## config.mk

```make
export PLATFORM = sky130hd
export DESIGN_NAME = sprdma
export DESIGN_NICKNAME = d
export VERILOG_FILES = /design/src/rtl/sprdma_pkg.sv /design/src/rtl/sprdma_chan.sv /design/src/rtl/sprdma.sv
export SDC_FILE = /design/constraint.sdc
export NUM_CORES = 1
export LEC_CHECK = 0
export ABC_CLOCK_PERIOD_IN_PS = 3000
export BUFFER_PORTS_ARGS = -buffer_cell sky130_fd_sc_hd__buf_2
export CAP_MARGIN = 10
export CORE_MARGIN = 2
export CORE_UTILIZATION = 45
export DETAILED_ROUTE_END_ITERATION = 12
export PLACE_DENSITY = 0.75
export SYNTH_ARGS = -nofsm -noshare
export SYNTH_HDL_FRONTEND = slang
export SYNTH_HIERARCHICAL = 1
export SYNTH_SLANG_ARGS = --single-unit
```

## constraint.sdc

```tcl
create_clock -name clk -period 3 [get_ports clk]
set_input_delay 0.15 -clock clk [delete_from_list [all_inputs] [get_ports clk]]
set_output_delay 0.15 -clock clk [all_outputs]
set_load 0.03 [all_outputs]
```

## src/rtl/sprdma_pkg.sv

```systemverilog
`default_nettype none
// +----------------------------------------------------------------------------+
// | sprdma_pkg : shared types and constants for the sprite DMA sequencer       |
// | Rev 1.0                                                                    |
// +----------------------------------------------------------------------------+
package sprdma_pkg;

  typedef enum logic [1:0] {
    ST_CTRL = 2'd0,
    ST_WAIT = 2'd1,
    ST_DATA = 2'd2,
    ST_DONE = 2'd3
  } spr_state_t;

  localparam logic [1:0] c_reg_pos  = 2'b00;
  localparam logic [1:0] c_reg_ctl  = 2'b01;
  localparam logic [1:0] c_reg_data = 2'b10;
  localparam logic [1:0] c_reg_datb = 2'b11;

  localparam logic [8:0] c_slot_a_ofs  = 9'd0;
  localparam logic [8:0] c_slot_b_ofs  = 9'd2;
  localparam logic [8:0] c_slot_stride = 9'd4;

endpackage
`default_nettype wire

```

## src/rtl/sprdma_chan.sv

```systemverilog
`default_nettype none
// +----------------------------------------------------------------------------+
// | sprdma_chan : one sprite channel - fetch state, vertical window, pointer   |
// | Rev 1.0                                                                    |
// +----------------------------------------------------------------------------+
module sprdma_chan
  import sprdma_pkg::*;
#(
  parameter logic [8:0] VBL_END = 9'd25
) (
  input  logic        clk,
  input  logic        reset_n,
  input  logic        i_line_eval,
  input  logic [8:0]  i_vpos,
  input  logic        i_fetch,
  input  logic        i_ptr_wr_lo,
  input  logic        i_ptr_wr_hi,
  input  logic [15:0] i_ptr_data,
  input  logic        i_ack,
  input  logic [1:0]  i_ack_code,
  input  logic [15:0] i_ack_data,
  output spr_state_t  o_state,
  output logic [18:0] o_ptr
);

  spr_state_t  r_state;
  spr_state_t  w_state_nxt;
  logic [8:0]  r_vstart;
  logic [8:0]  r_vstop;
  logic        r_pos_zero;
  logic [18:0] r_ptr;
  logic        w_unused;

  assign w_unused = i_ptr_data[15];
  assign o_state  = r_state;
  assign o_ptr    = r_ptr;

  always_ff @(posedge clk or negedge reset_n) begin
    if (!reset_n) r_state <= ST_DONE;
    else          r_state <= w_state_nxt;
  end

  // Line evaluation is applied last so a VBL restart overrides everything.
  always_comb begin
    w_state_nxt = r_state;
    if (i_ack && (r_state == ST_CTRL) && (i_ack_code == c_reg_ctl))
      w_state_nxt = (r_pos_zero && (i_ack_data == 16'h0000)) ? ST_DONE : ST_WAIT;
    if (i_line_eval) begin
      if (i_vpos == VBL_END)
        w_state_nxt = ST_CTRL;
      else if ((r_state == ST_DATA) && (i_vpos == r_vstop))
        w_state_nxt = ST_CTRL;
      else if ((r_state == ST_WAIT) && (i_vpos == r_vstart) && (r_vstart != r_vstop))
        w_state_nxt = ST_DATA;
    end
  end

  always_ff @(posedge clk or negedge reset_n) begin
    if (!reset_n) begin
      r_vstart   <= 9'd0;
      r_vstop    <= 9'd0;
      r_pos_zero <= 1'b0;
    end else if (i_ack && (r_state == ST_CTRL)) begin
      if (i_ack_code == c_reg_pos) begin
        r_vstart[7:0] <= i_ack_data[15:8];
        r_pos_zero    <= (i_ack_data == 16'h0000);
      end else if (i_ack_code == c_reg_ctl) begin
        r_vstop[7:0] <= i_ack_data[15:8];
        r_vstart[8]  <= i_ack_data[2];
        r_vstop[8]   <= i_ack_data[1];
      end
    end
  end

  // A CPU write in the same cycle as a fetch suppresses the increment.
  always_ff @(posedge clk or negedge reset_n) begin
    if (!reset_n)         r_ptr        <= 19'd0;
    else if (i_ptr_wr_hi) r_ptr[18:15] <= i_ptr_data[3:0];
    else if (i_ptr_wr_lo) r_ptr[14:0]  <= i_ptr_data[14:0];
    else if (i_fetch)     r_ptr        <= r_ptr + 19'd1;
  end

endmodule
`default_nettype wire

```

## src/rtl/sprdma.sv

```systemverilog
`default_nettype none
// +----------------------------------------------------------------------------+
// | sprdma : sprite DMA sequencer - slot decode, fetch tracking, reg writes    |
// | Rev 1.0                                                                    |
// +----------------------------------------------------------------------------+
module sprdma
  import sprdma_pkg::*;
#(
  parameter int         NSPR      = 8,
  parameter logic [8:0] SLOT_BASE = 9'h015,
  parameter logic [8:0] VBL_END   = 9'd25
) (
  input  logic        clk,
  input  logic        reset_n,
  input  logic        cck,
  input  logic [8:0]  hpos,
  input  logic [8:0]  vpos,
  input  logic        spr_en,
  input  logic        ptr_wr,
  input  logic [3:0]  ptr_sel,
  input  logic [15:0] ptr_data,
  output logic        dma_req,
  output logic [18:0] dma_ptr,
  input  logic        dma_ack,
  input  logic [15:0] dma_data,
  output logic        spr_aen,
  output logic [2:0]  spr_num,
  output logic [1:0]  spr_address,
  output logic [15:0] spr_data
);

  localparam logic [8:0] c_slot_span = 9'(NSPR * 4);

  logic [8:0]  w_ofs;
  logic        w_in_window;
  logic        w_slot_b;
  logic [2:0]  w_slot_chan;
  logic        w_line_eval;
  logic        w_fetch_go;
  logic        w_ack_go;
  logic [1:0]  w_fetch_code;
  spr_state_t  w_sel_state;
  logic [18:0] w_sel_ptr;
  spr_state_t  w_state [NSPR];
  logic [18:0] w_ptr   [NSPR];
  logic        r_pend;
  logic [2:0]  r_pend_chan;
  logic [1:0]  r_pend_code;

  // Slots are 4 colour clocks apart per channel, slot B two after slot A.
  assign w_ofs       = hpos - SLOT_BASE;
  assign w_in_window = (hpos >= SLOT_BASE) && (w_ofs < c_slot_span) && !w_ofs[0];
  assign w_slot_chan = w_ofs[4:2];
  assign w_slot_b    = w_ofs[1];
  assign w_line_eval = cck && (hpos == 9'd0);
  assign w_sel_state = w_state[w_slot_chan];
  assign w_sel_ptr   = w_ptr[w_slot_chan];
  assign w_fetch_go  = cck && spr_en && w_in_window &&
                       ((w_sel_state == ST_CTRL) || (w_sel_state == ST_DATA));
  assign w_ack_go    = dma_ack && r_pend;

  // DATB is fetched in slot A so the shifter arms on the later DATA write.
  always_comb begin
    w_fetch_code = w_slot_b ? c_reg_data : c_reg_datb;
    if (w_sel_state == ST_CTRL)
      w_fetch_code = w_slot_b ? c_reg_ctl : c_reg_pos;
  end

  for (genvar i = 0; i < NSPR; i++) begin : g_chan
    sprdma_chan #(.VBL_END(VBL_END)) u_chan (
      .clk         (clk),
      .reset_n     (reset_n),
      .i_line_eval (w_line_eval),
      .i_vpos      (vpos),
      .i_fetch     (w_fetch_go && (w_slot_chan == 3'(i))),
      .i_ptr_wr_lo (ptr_wr && (ptr_sel[3:1] == 3'(i)) && !ptr_sel[0]),
      .i_ptr_wr_hi (ptr_wr && (ptr_sel[3:1] == 3'(i)) &&  ptr_sel[0]),
      .i_ptr_data  (ptr_data),
      .i_ack       (w_ack_go && (r_pend_chan == 3'(i))),
      .i_ack_code  (r_pend_code),
      .i_ack_data  (dma_data),
      .o_state     (w_state[i]),
      .o_ptr       (w_ptr[i])
    );
  end

  always_ff @(posedge clk or negedge reset_n) begin
    if (!reset_n) begin
      dma_req     <= 1'b0;
      dma_ptr     <= 19'd0;
      r_pend      <= 1'b0;
      r_pend_chan <= 3'd0;
      r_pend_code <= 2'd0;
      spr_aen     <= 1'b0;
      spr_num     <= 3'd0;
      spr_address <= 2'd0;
      spr_data    <= 16'd0;
    end else begin
      dma_req <= w_fetch_go;
      spr_aen <= w_ack_go;
      if (w_fetch_go) begin
        dma_ptr     <= w_sel_ptr;
        r_pend      <= 1'b1;
        r_pend_chan <= w_slot_chan;
        r_pend_code <= w_fetch_code;
      end else if (w_ack_go) begin
        r_pend <= 1'b0;
      end
      if (w_ack_go) begin
        spr_num     <= r_pend_chan;
        spr_address <= r_pend_code;
        spr_data    <= dma_data;
      end
    end
  end

endmodule
`default_nettype wire

```

==> flow_metrics.py <==
metrics = {
    "status": {
        "status": "complete, no violations",
    },
    "hold_path": {
        "hold_start": "ptr_data[13]",
        "min_path_type": "in2reg",
        "whs_path_depth": 3,
        "holdPathEnd": "g_chan[2].u_chan/o_ptr[13]",
    },
    "critical_path": {
        "r2r-start": "g_chan[3].u_chan/o_state[0]",
        "cp-end-kind": "register",
        "worst-setup-path-type": "reg2reg",
        "arrival_ns": 3.35,
        "rr_endpoint": "g_chan[2].u_chan/o_ptr[17]",
        "worstPathMaxFanout": 11,
        "startpoint_type": "register",
        "r2r_slack_ns": 0.07,
        "r2r_cells": 12,
        "required_ns": 3.42,
    },
    "power": {
        "powerDensity_mw_per_mm2": 500,
        "power.switching_uw": 3980,
        "internal_power_uw": 9090,
        "p_sw_frac": 0.305,
        "p_comb_frac": 0.157,
        "vdd_drop_max_mv": 0.382,
        "pwr-share-seq": 0.455,
        "p_leak_uw": 0.0115,
        "p_clk_frac": 0.389,
    },
    "synthesis": {
        "avgSynthCellArea_um2": 10.1,
        "synth_top_area_cell": "dfrtp_1",
        "yosysUniqueCellTypes": 76,
        "syn-instance-count": 2261,
        "ys_seq_area_frac": 0.406,
        "synth_area_leaders": "dfrtp_1 39%, mux2_1 6.4%, xor2_1 5.9%, mux4_2 3.9%, xnor2_1 3.7%",
        "synth_top_area_share": 0.387,
        "synth_edf_count": 0,
        "yosysWarnings": 6,
        "syn_nets": 2330,
        "synth_seq_cells": 368,
        "yosysMostFrequentCell": "dfrtp_1",
        "ys_top_cells_by_count": "352 x dfrtp_1, 201 x nand2_1, 153 x xor2_1",
        "synth_area_mm2": 0.0228,
        "synthArstFlopShare": 1.00,
        "synth_ff_type": "dfrtp_1",
    },
    "die": {
        "die_x_um": 229,
        "pin_count": 102,
        "coreArea_mm2": 0.0501,
        "num_rows": 82,
        "die_area_mm2": 0.0524,
        "start_util": 0.454,
        "die_height_um": 229,
    },
    "clock_tree": {
        "h-tree-depth": 2,
        "cts_tree": "built",
        "clk_pin_slew_ns": 0.07,
        "clk-insertion-delay-late_ns": 0.56,
        "cts_made_buffers": 40,
        "cts_buffer_depth": 3,
        "ctsRootBufferMaster": "clkbuf_16",
        "clock_sinks": 368,
    },
    "timing": {
        "fin_crit_sh": 0.976,
        "hold_slack_ns": 0.0655,
        "max_freq_mhz": 341,
        "tightest_slew_ns": 0.899,
        "finalMaxSlewViolations": 0,
        "finalHoldViolCount": 0,
        "final.min_clock_period_ns": 2.93,
        "finClkSkew_ns": 0.0281,
        "setup_violations": 0,
        "fin_setup_tns_ns": 0,
        "max_slew_margin": 0.400,
    },
    "finish": {
        "stdcell_count": 3114,
        "n_antenna_cell": 0,
        "nets": 2480,
        "syn2layout_area_growth_pct": 14.9,
        "layout-drive-gt1-share": 0.200,
        "fin_util": 0.522,
    },
    "grt": {
        "gr-total-overflow": 0,
        "grt_max_degree": 89,
        "antenna_found_initial": 1,
        "grt_pass1_wl_um": 107000,
        "grt.total_usage": 0.255,
        "grt_pass1_vias": 19000,
    },
    "detailed_routing": {
        "wl_um": 68400,
        "wl_per_cell_um": 22.0,
        "detail_route.vias_per_cell": 6.22,
        "drtIter0Drc": 2262,
        "postRouteAntennaNets": 0,
        "vias": 19400,
        "firstDrtPassIters": 6,
        "drc": 0,
    },
    "placed_design": {
        "portBuffers": 100,
        "place.gp.congestion": 0.969,
        "placed_cells": 3023,
        "dp_hpwl_um": 44900,
    },
    "job": {
        "maxCapViolCount": 0,
    },
}
==> kinds of logic after synthesis <==
family                   Yosys count  synth area share
AO/OA/AOI/OAI                    430             0.112
XOR/XNOR                         250            0.0966
adder cells (fa/ha/maj)            9           0.00495
buffers and inverters            141            0.0263
flip-flops                       368             0.406
multiplexers                     255             0.147
AND/OR/NAND/NOR                  808             0.208
==> state kept, by name, summed over array words and instances (netlist names), 2 cells and up <==
name,flops
g_chan.u_chan/r_vstop,72
r_pend_chan,3
dma_ptr,19
g_chan.u_chan/o_state,16
spr_num,3
g_chan.u_chan/r_vstart,72
r_pend_code,2
spr_address,2
g_chan.u_chan/r_pos_zero,8
spr_data,16
g_chan.u_chan/o_ptr,152
==> per-stage QoR <==
step           power (uW)  instance area, um2  setup WS [ns]
3_5_place_dp         8000               24600         -0.213
2_1_floorplan        7030               23000        -0.0276
4_1_cts             13100               26000         0.0508
6_report            13100               26100         0.0707
3_3_place_gp         7900               24600         -0.152
5_1_grt             13500               26100        -0.0552
==> routing by layer <==
metal / routed length (um) / global-route usage
met1: 27500 / 0.346
met2: 31400 / 0.406
met3: 6560 / 0.0400
met4: 2930 / 0.110
met5: 11 / 0
==> critical path, cell delays in order (launching register included) <==
cell and delay, ns:
dfstp_2 0.39, mux2_2 0.27, o21ai_2 0.09, o221ai_2 0.13, o32a_1 0.33, or2_4 0.26
buf_12 0.16, nor4_4 0.27, and3b_2 0.27, nand3_2 0.10, nor4_4 0.31, xnor2_1 0.15
o21ai_1 0.08
==> final cells by class <==
type	instances	area, um2
inverters	39	164
well taps	672	841
multi-input cells	1752	13100
repair buffers	210	1450
clock inverters	15	165
fillers	4380	23900
flip-flops and latches	368	9230
clock buffers	58	1160
==> cell usage in the layout (no fill, tap or decap), types with 39 or more instances in the layout <==
master / instances
nor4_1: 78
o21ai_1: 108
nand2_1: 201
mux2_2: 40
nand3_1: 81
xnor2_1: 96
nor3_1: 62
o21ai_0: 60
buf_4: 94
xor2_1: 153
dfrtp_1: 352
nand4_1: 50
a21oi_1: 128
mux4_2: 39
mux2_1: 130
clkbuf_16: 41
buf_2: 99
nor2_1: 113
==> how the worst max path moves through the flow <==
stage                                     start                    endpoint  slack (ns)  depth (start not counted)
finish              g_chan[3].u_chan/o_state[0]  g_chan[2].u_chan/o_ptr[17]        0.07                         12
detailed placement                      hpos[1]  g_chan[4].u_chan/o_ptr[11]       -0.21                         15
floorplan                               hpos[1]  g_chan[4].u_chan/o_ptr[11]       -0.03                         15
global placement                        hpos[1]  g_chan[4].u_chan/o_ptr[11]       -0.15                         14
global route        g_chan[1].u_chan/o_state[0]  g_chan[2].u_chan/o_ptr[16]       -0.06                         13
CTS                 g_chan[3].u_chan/o_state[0]  g_chan[4].u_chan/o_ptr[11]        0.05                         11
==> power groups by stage <==
stage                     logic, uW  registers [uW]  clock network [uW]
after floorplan                1110            5920                   0
after global placement         1940            5960                   0
after detailed placement       2010            5990                   0
after CTS                      2030            5910                5130
after global routing           2220            5970                5340
final                          2050            5940                5080
==> timing repair <==
| action | 4_1_cts | 5_1_grt |
|---|---|---|
| buffers inserted | 0 | 10 |
| resized for setup | 0 | 13 |
| setup endpoints to repair | 0 | 66 |
| hold buffers | 8 | 0 |
| endpoints found under the hold margin | 71 | 0 |
No activity file was read; power rests on OpenSTA's default activity.
